### src/rtl/decode_in_drive_pkg.sv
// Shared types and defaults for the decode-stage input driver.
package decode_in_drive_pkg;

    localparam int unsigned DEF_DATA_W = 16;
    // LC-3 NOP encoding
    localparam logic [DEF_DATA_W-1:0] DEF_IDLE_INSTR = 16'h0000;

    typedef enum logic {
        IDLE_HOLD = 1'b0,
        IDLE_NOP  = 1'b1
    } idle_mode_e;

    typedef struct packed {
        logic [DEF_DATA_W-1:0] npc;
        logic [DEF_DATA_W-1:0] instr;
    } decode_in_txn_t;

endpackage

### src/rtl/decode_in_txn_fifo.sv
// Synchronous FIFO of (npc, instr) transactions; a push is never visible to a pop on the same edge.
module decode_in_txn_fifo
    import decode_in_drive_pkg::*;
#(
    parameter type         txn_t = decode_in_txn_t,
    parameter int unsigned DEPTH = 8,
    localparam int unsigned PTR_W = $clog2(DEPTH),
    localparam int unsigned LVL_W = PTR_W + 1
) (
    input  logic             clock,
    input  logic             reset,
    input  logic             push_valid,
    output logic             push_ready,
    input  txn_t             push_data,
    input  logic             pop,
    output logic             nonempty,
    output txn_t             head,
    output logic [LVL_W-1:0] level
);

    txn_t             r_mem [DEPTH];
    logic [PTR_W-1:0] r_wr_ptr;
    logic [PTR_W-1:0] r_rd_ptr;
    logic [LVL_W-1:0] r_level;
    logic             w_push;
    logic             w_pop;

    // Both qualifiers look only at the registered level, so a same-edge pop
    // cannot free a slot and a same-edge push cannot feed a pop.
    assign push_ready = (r_level < LVL_W'(DEPTH));
    assign nonempty   = (r_level != '0);
    assign w_push     = push_valid && push_ready;
    assign w_pop      = pop && nonempty;
    assign head       = r_mem[r_rd_ptr];
    assign level      = r_level;

    always_ff @(posedge clock) begin
        if (!reset && w_push) begin
            r_mem[r_wr_ptr] <= push_data;
        end
    end

    always_ff @(posedge clock) begin
        if (reset) begin
            r_wr_ptr <= '0;
            r_rd_ptr <= '0;
            r_level  <= '0;
        end else begin
            if (w_push) begin
                r_wr_ptr <= r_wr_ptr + PTR_W'(1);
            end
            if (w_pop) begin
                r_rd_ptr <= r_rd_ptr + PTR_W'(1);
            end
            r_level <= r_level + LVL_W'(w_push) - LVL_W'(w_pop);
        end
    end

endmodule

### src/rtl/decode_in_drive_queue.sv
// Buffered, stall-aware driver presenting queued (npc, instr) pairs to the decode stage.
module decode_in_drive_queue
    import decode_in_drive_pkg::*;
#(
    parameter int unsigned       DATA_W     = DEF_DATA_W,
    parameter int unsigned       DEPTH      = 8,
    parameter int unsigned       IDLE_MODE  = 0,
    parameter logic [DATA_W-1:0] IDLE_INSTR = DATA_W'(DEF_IDLE_INSTR),
    localparam int unsigned      LVL_W      = $clog2(DEPTH) + 1
) (
    input  logic              clock,
    input  logic              reset,
    input  logic              push_valid,
    output logic              push_ready,
    input  logic [DATA_W-1:0] push_npc,
    input  logic [DATA_W-1:0] push_instr,
    input  logic              enable_decode,
    output logic [DATA_W-1:0] npc_in,
    output logic [DATA_W-1:0] instr_dout,
    output logic              out_valid,
    output logic [LVL_W-1:0]  level,
    output logic [31:0]       drive_count,
    output logic              underflow
);

    typedef struct packed {
        logic [DATA_W-1:0] npc;
        logic [DATA_W-1:0] instr;
    } drive_txn_t;

    localparam idle_mode_e IdleMode = idle_mode_e'(IDLE_MODE[0]);

    drive_txn_t        w_push_txn;
    drive_txn_t        w_head;
    logic              w_nonempty;
    logic [DATA_W-1:0] r_npc;
    logic [DATA_W-1:0] r_instr;
    logic              r_valid;
    logic              r_underflow;
    logic [31:0]       r_count;

    assign w_push_txn = '{npc: push_npc, instr: push_instr};

    decode_in_txn_fifo #(
        .txn_t (drive_txn_t),
        .DEPTH (DEPTH)
    ) u_fifo (
        .clock      (clock),
        .reset      (reset),
        .push_valid (push_valid),
        .push_ready (push_ready),
        .push_data  (w_push_txn),
        .pop        (enable_decode),
        .nonempty   (w_nonempty),
        .head       (w_head),
        .level      (level)
    );

    always_ff @(posedge clock) begin
        if (reset) begin
            r_npc       <= '0;
            r_instr     <= IDLE_INSTR;
            r_valid     <= 1'b0;
            r_underflow <= 1'b0;
            r_count     <= '0;
        end else begin
            r_underflow <= 1'b0;
            if (enable_decode) begin
                if (w_nonempty) begin
                    r_npc   <= w_head.npc;
                    r_instr <= w_head.instr;
                    r_valid <= 1'b1;
                    r_count <= r_count + 32'd1;
                end else begin
                    // Starved request: npc always holds, instr depends on idle mode.
                    r_valid     <= 1'b0;
                    r_underflow <= 1'b1;
                    if (IdleMode == IDLE_NOP) begin
                        r_instr <= IDLE_INSTR;
                    end
                end
            end
        end
    end

    assign npc_in      = r_npc;
    assign instr_dout  = r_instr;
    assign out_valid   = r_valid;
    assign drive_count = r_count;
    assign underflow   = r_underflow;

endmodule

### config.mk
export PLATFORM = sky130hd
export DESIGN_NAME = decode_in_drive_queue
export DESIGN_NICKNAME = d
export VERILOG_FILES = /design/src/rtl/decode_in_drive_pkg.sv /design/src/rtl/decode_in_txn_fifo.sv /design/src/rtl/decode_in_drive_queue.sv
export SDC_FILE = /design/constraint.sdc
export NUM_CORES = 1
export LEC_CHECK = 0
export ABC_AREA = 1
export CAP_MARGIN = 10
export CORE_ASPECT_RATIO = 1.4
export CORE_MARGIN = 8
export CORE_UTILIZATION = 51
export DETAILED_ROUTE_END_ITERATION = 12
export PLACE_DENSITY_LB_ADDON = 0.05
export SYNTH_ARGS = -nofsm -noshare
export SYNTH_HDL_FRONTEND = slang
export SYNTH_SLANG_ARGS = --single-unit
### constraint.sdc
create_clock -name clock -period 6.4 [get_ports clock]
set_clock_uncertainty 0.15 [all_clocks]
set_input_delay 0.96 -clock clock [delete_from_list [all_inputs] [get_ports clock]]
set_output_delay 0.96 -clock clock [all_outputs]
set_load 0.01 [all_outputs]
==> results.py <==
metrics = {
    "outcome": {
        "outcome": "complete, no violations",
    },
    "worst_setup_path": {
        "crit_chain": "clkdlybuf4s50_1 -> nor2_1 -> nand2_1 -> nor2_4 -> buf_4",
        "end_kind": "flop",
        "startpoint": "reset",
        "r2r_slack_ns": 3.54,
        "max_stage_delay_ns": 0.84,
        "r2r_cells": 9,
        "start_kind": "input port",
        "r2r-end": "u_fifo.level[1]$_SDFF_PP0_",
        "crit_required_ns": 6.47,
        "crit_fanout": 19,
        "worst_ep_arrival_time_ns": 3.45,
        "cp_slowest_cell": "clkdlybuf4s50_1",
        "worstSetupPathType": "input port to flop",
        "regToRegStartpoint": "u_fifo.level[2]$_SDFF_PP0_",
    },
    "sta": {
        "hold_violations": 0,
        "fin_crit_ns": 3.37,
        "fin_tns_setup_ns": 0,
        "fmax_ghz": 0.297,
        "grt_setup_unrepaired": "no",
        "worstMarginPinSlew_ns": 1.14,
        "slew-limit-headroom": 0.239,
        "post-route-period-util": 0.527,
        "slew_violations": 0,
        "setup_viol": 0,
        "layout_setup_ws_ns": 3.03,
    },
    "clock_network": {
        "cts.htree.levels": 1,
        "cts_setup_buffers": 0,
        "clk_path_buf_depth": 3,
        "cts_resized": 0,
        "hold_buffers": 0,
        "cts_sinks": 332,
        "cts_buffers": 31,
        "cts_tree": "done",
        "clk_pin_slew_ns": 0.06,
        "cts_root_buffer": "clkbuf_16",
        "clkLatencyLatePin_ns": 0.54,
    },
    "global_route": {
        "grtUsageTotal": 0.185,
        "grt_max_degree": 101,
        "grt_pass1_wl_mm": 47.4,
        "grt_pass1_vias": 8799,
        "gr-total-overflow": 0,
        "antenna_found_initial": 0,
    },
    "power": {
        "pwr_density_cell_nw_per_um2": 347,
        "p_sw_uw": 1550,
        "p_int_uw": 3870,
        "vdd_ir_drop_max_mv": 0.240,
        "leakagePower_uw": 0.00520,
        "switching_share": 0.287,
        "seq_power_share": 0.473,
        "power_uw": 5420,
        "p_comb_frac": 0.207,
        "clock_power_share": 0.321,
    },
    "logic_synthesis": {
        "synth_edf_count": 256,
        "synth_cell_type_count": 35,
        "ys_seq_area_frac": 0.688,
        "async_flop_share": 0,
        "syn-instance-count": 1205,
        "yosys_warnings": 0,
        "syn_nets": 1250,
        "syn_area_um2": 13400,
        "ys.flop_type": "edfxtp_1",
        "synth_area_per_cell_um2": 11.1,
        "ys_ff_latch": 332,
    },
    "routing": {
        "vias": 9046,
        "routed_wl_mm": 29.9,
        "drt_iter0_drc": 502,
        "wl_per_cell_um": 18.2,
        "drt_pass1_iterations": 5,
        "drcViolationCount": 0,
        "ant_nets": 0,
        "viasPerCell": 5.52,
    },
    "floorplanning": {
        "core_um2": 26000,
        "die_y_um": 208,
        "die_w_um": 153,
        "num_io_pins": 107,
        "start_util": 0.515,
        "fp-row-count": 70,
        "die-area_um2": 31800,
    },
    "cells_and_area": {
        "most-common-layout-cells": "edfxtp_1 (256), nor2_1 (253), o21ai_0 (146)",
        "nNetsFinal": 1336,
        "mostFrequentLayoutCell": "edfxtp_1",
        "syn2layout_area_growth_pct": 16.6,
        "layout-drive-gt1-share": 0.0593,
        "n_antenna_cell": 0,
        "design_area_um2": 15600,
    },
    "place": {
        "place_ws_ns": 2.44,
        "place_area_um2": 14700,
        "port_buffers": 106,
        "hpwl_mm": 16.7,
        "place_congestion": 0.803,
    },
    "worst_hold_path": {
        "hold_path_end": "drive_count[5]$_SDFFE_PP0P_",
        "min_path_type": "flop to flop",
        "worstHoldPathCells": 1,
        "hp-start": "drive_count[5]$_SDFFE_PP0P_",
    },
    "run": {
        "max-cap-violations": 0,
    },
}
==> kinds of logic (layout without fill, tap and decap cells) <==
group           count (synthesis)  in the layout  synth area share
simple gates                  438            438             0.134
flops                         332            332             0.688
compound gates                297            297             0.124
buf+inv                       126            236            0.0433
fa+ha+maj                       9              9           0.00897
xor+xnor                        3              3           0.00196
==> layer usage <==
layer	GRT usage	wire length, um
met5	0	0
met4	0.0565	657
met3	0.0285	1290
met2	0.332	15300
met1	0.225	12600
==> sequential cells by signal, indices dropped and copies added, names as in the netlist <==
signal           count
u_fifo.r_rd_ptr      3
drive_count         32
u_fifo.r_mem       256
u_fifo.level         4
u_fifo.r_wr_ptr      3
out_valid            1
instr_dout          16
npc_in              16
underflow            1
==> per-stage QoR <==
stage	hold WS [ns]	std cells	utilization
floorplan	0.337	1205	-
detailed placement	0.342	1582	0.564
CTS	0.359	1639	0.600
finish	0.359	1639	0.600
global placement	0.334	1582	0.564
global route	0.406	1639	0.600
==> final cells by class <==
| cell class | count | area, um2 |
|---|---|---|
| Clock buffer | 44 | 825 |
| Clock inverter | 13 | 124 |
| Fill cell | 2175 | 10400 |
| Inverter | 60 | 228 |
| Multi-Input combinational cell | 747 | 3650 |
| Sequential cell | 332 | 9220 |
| Tap cell | 324 | 405 |
| Timing Repair Buffer | 119 | 1160 |
==> worst max-delay path by stage <==
stage	slack, ns	endpoint
detailed placement	2.44	u_fifo.r_mem[7][8]$_DFFE_PP_
CTS	3.03	u_fifo.r_mem[7][30]$_DFFE_PP_
global placement	2.48	u_fifo.r_mem[1][10]$_DFFE_PP_
global route	2.87	u_fifo.r_mem[7][30]$_DFFE_PP_
floorplan	2.25	u_fifo.r_mem[6][0]$_DFFE_PP_
finish	3.03	u_fifo.r_mem[7][30]$_DFFE_PP_
==> cells in the mapped netlist, types with 2 or more instances <==
library cell    n  area, um2
o21ai_0       146        731
o21ai_1        31        155
nor2_1        259        972
dfxtp_1        76       1520
nand3_1        28        140
inv_1          59        221
nand4_1        13       81.3
nand2_1       110        413
buf_6           5       56.3
xor2_1          2       17.5
nand2_2         2       12.5
clkbuf_2        5       25.0
a21oi_1        53        265
buf_2          12       60.1
nor2_2          6       37.5
ha_1            8        100
nor3_1         13       65.1
o211ai_1       64        480
buf_4           9       67.6
clkbuf_1       34        128
edfxtp_1      256       7690
==> worst max-delay path, delay by kind of cell <==
kind / cells / cell delay (ns)
buf+inv: 2 / 1.23
simple gates: 3 / 1.24
==> power groups by stage <==
stage	logic [uW]	registers, uW	clock network (uW)
2_1_floorplan	745	2600	0
4_1_cts	1140	2560	1780
3_5_place_dp	1140	2610	0
6_report	1120	2560	1740
5_1_grt	1270	2580	1850
3_3_place_gp	1120	2610	0
Note: power is estimated with default switching activity, not from simulation.
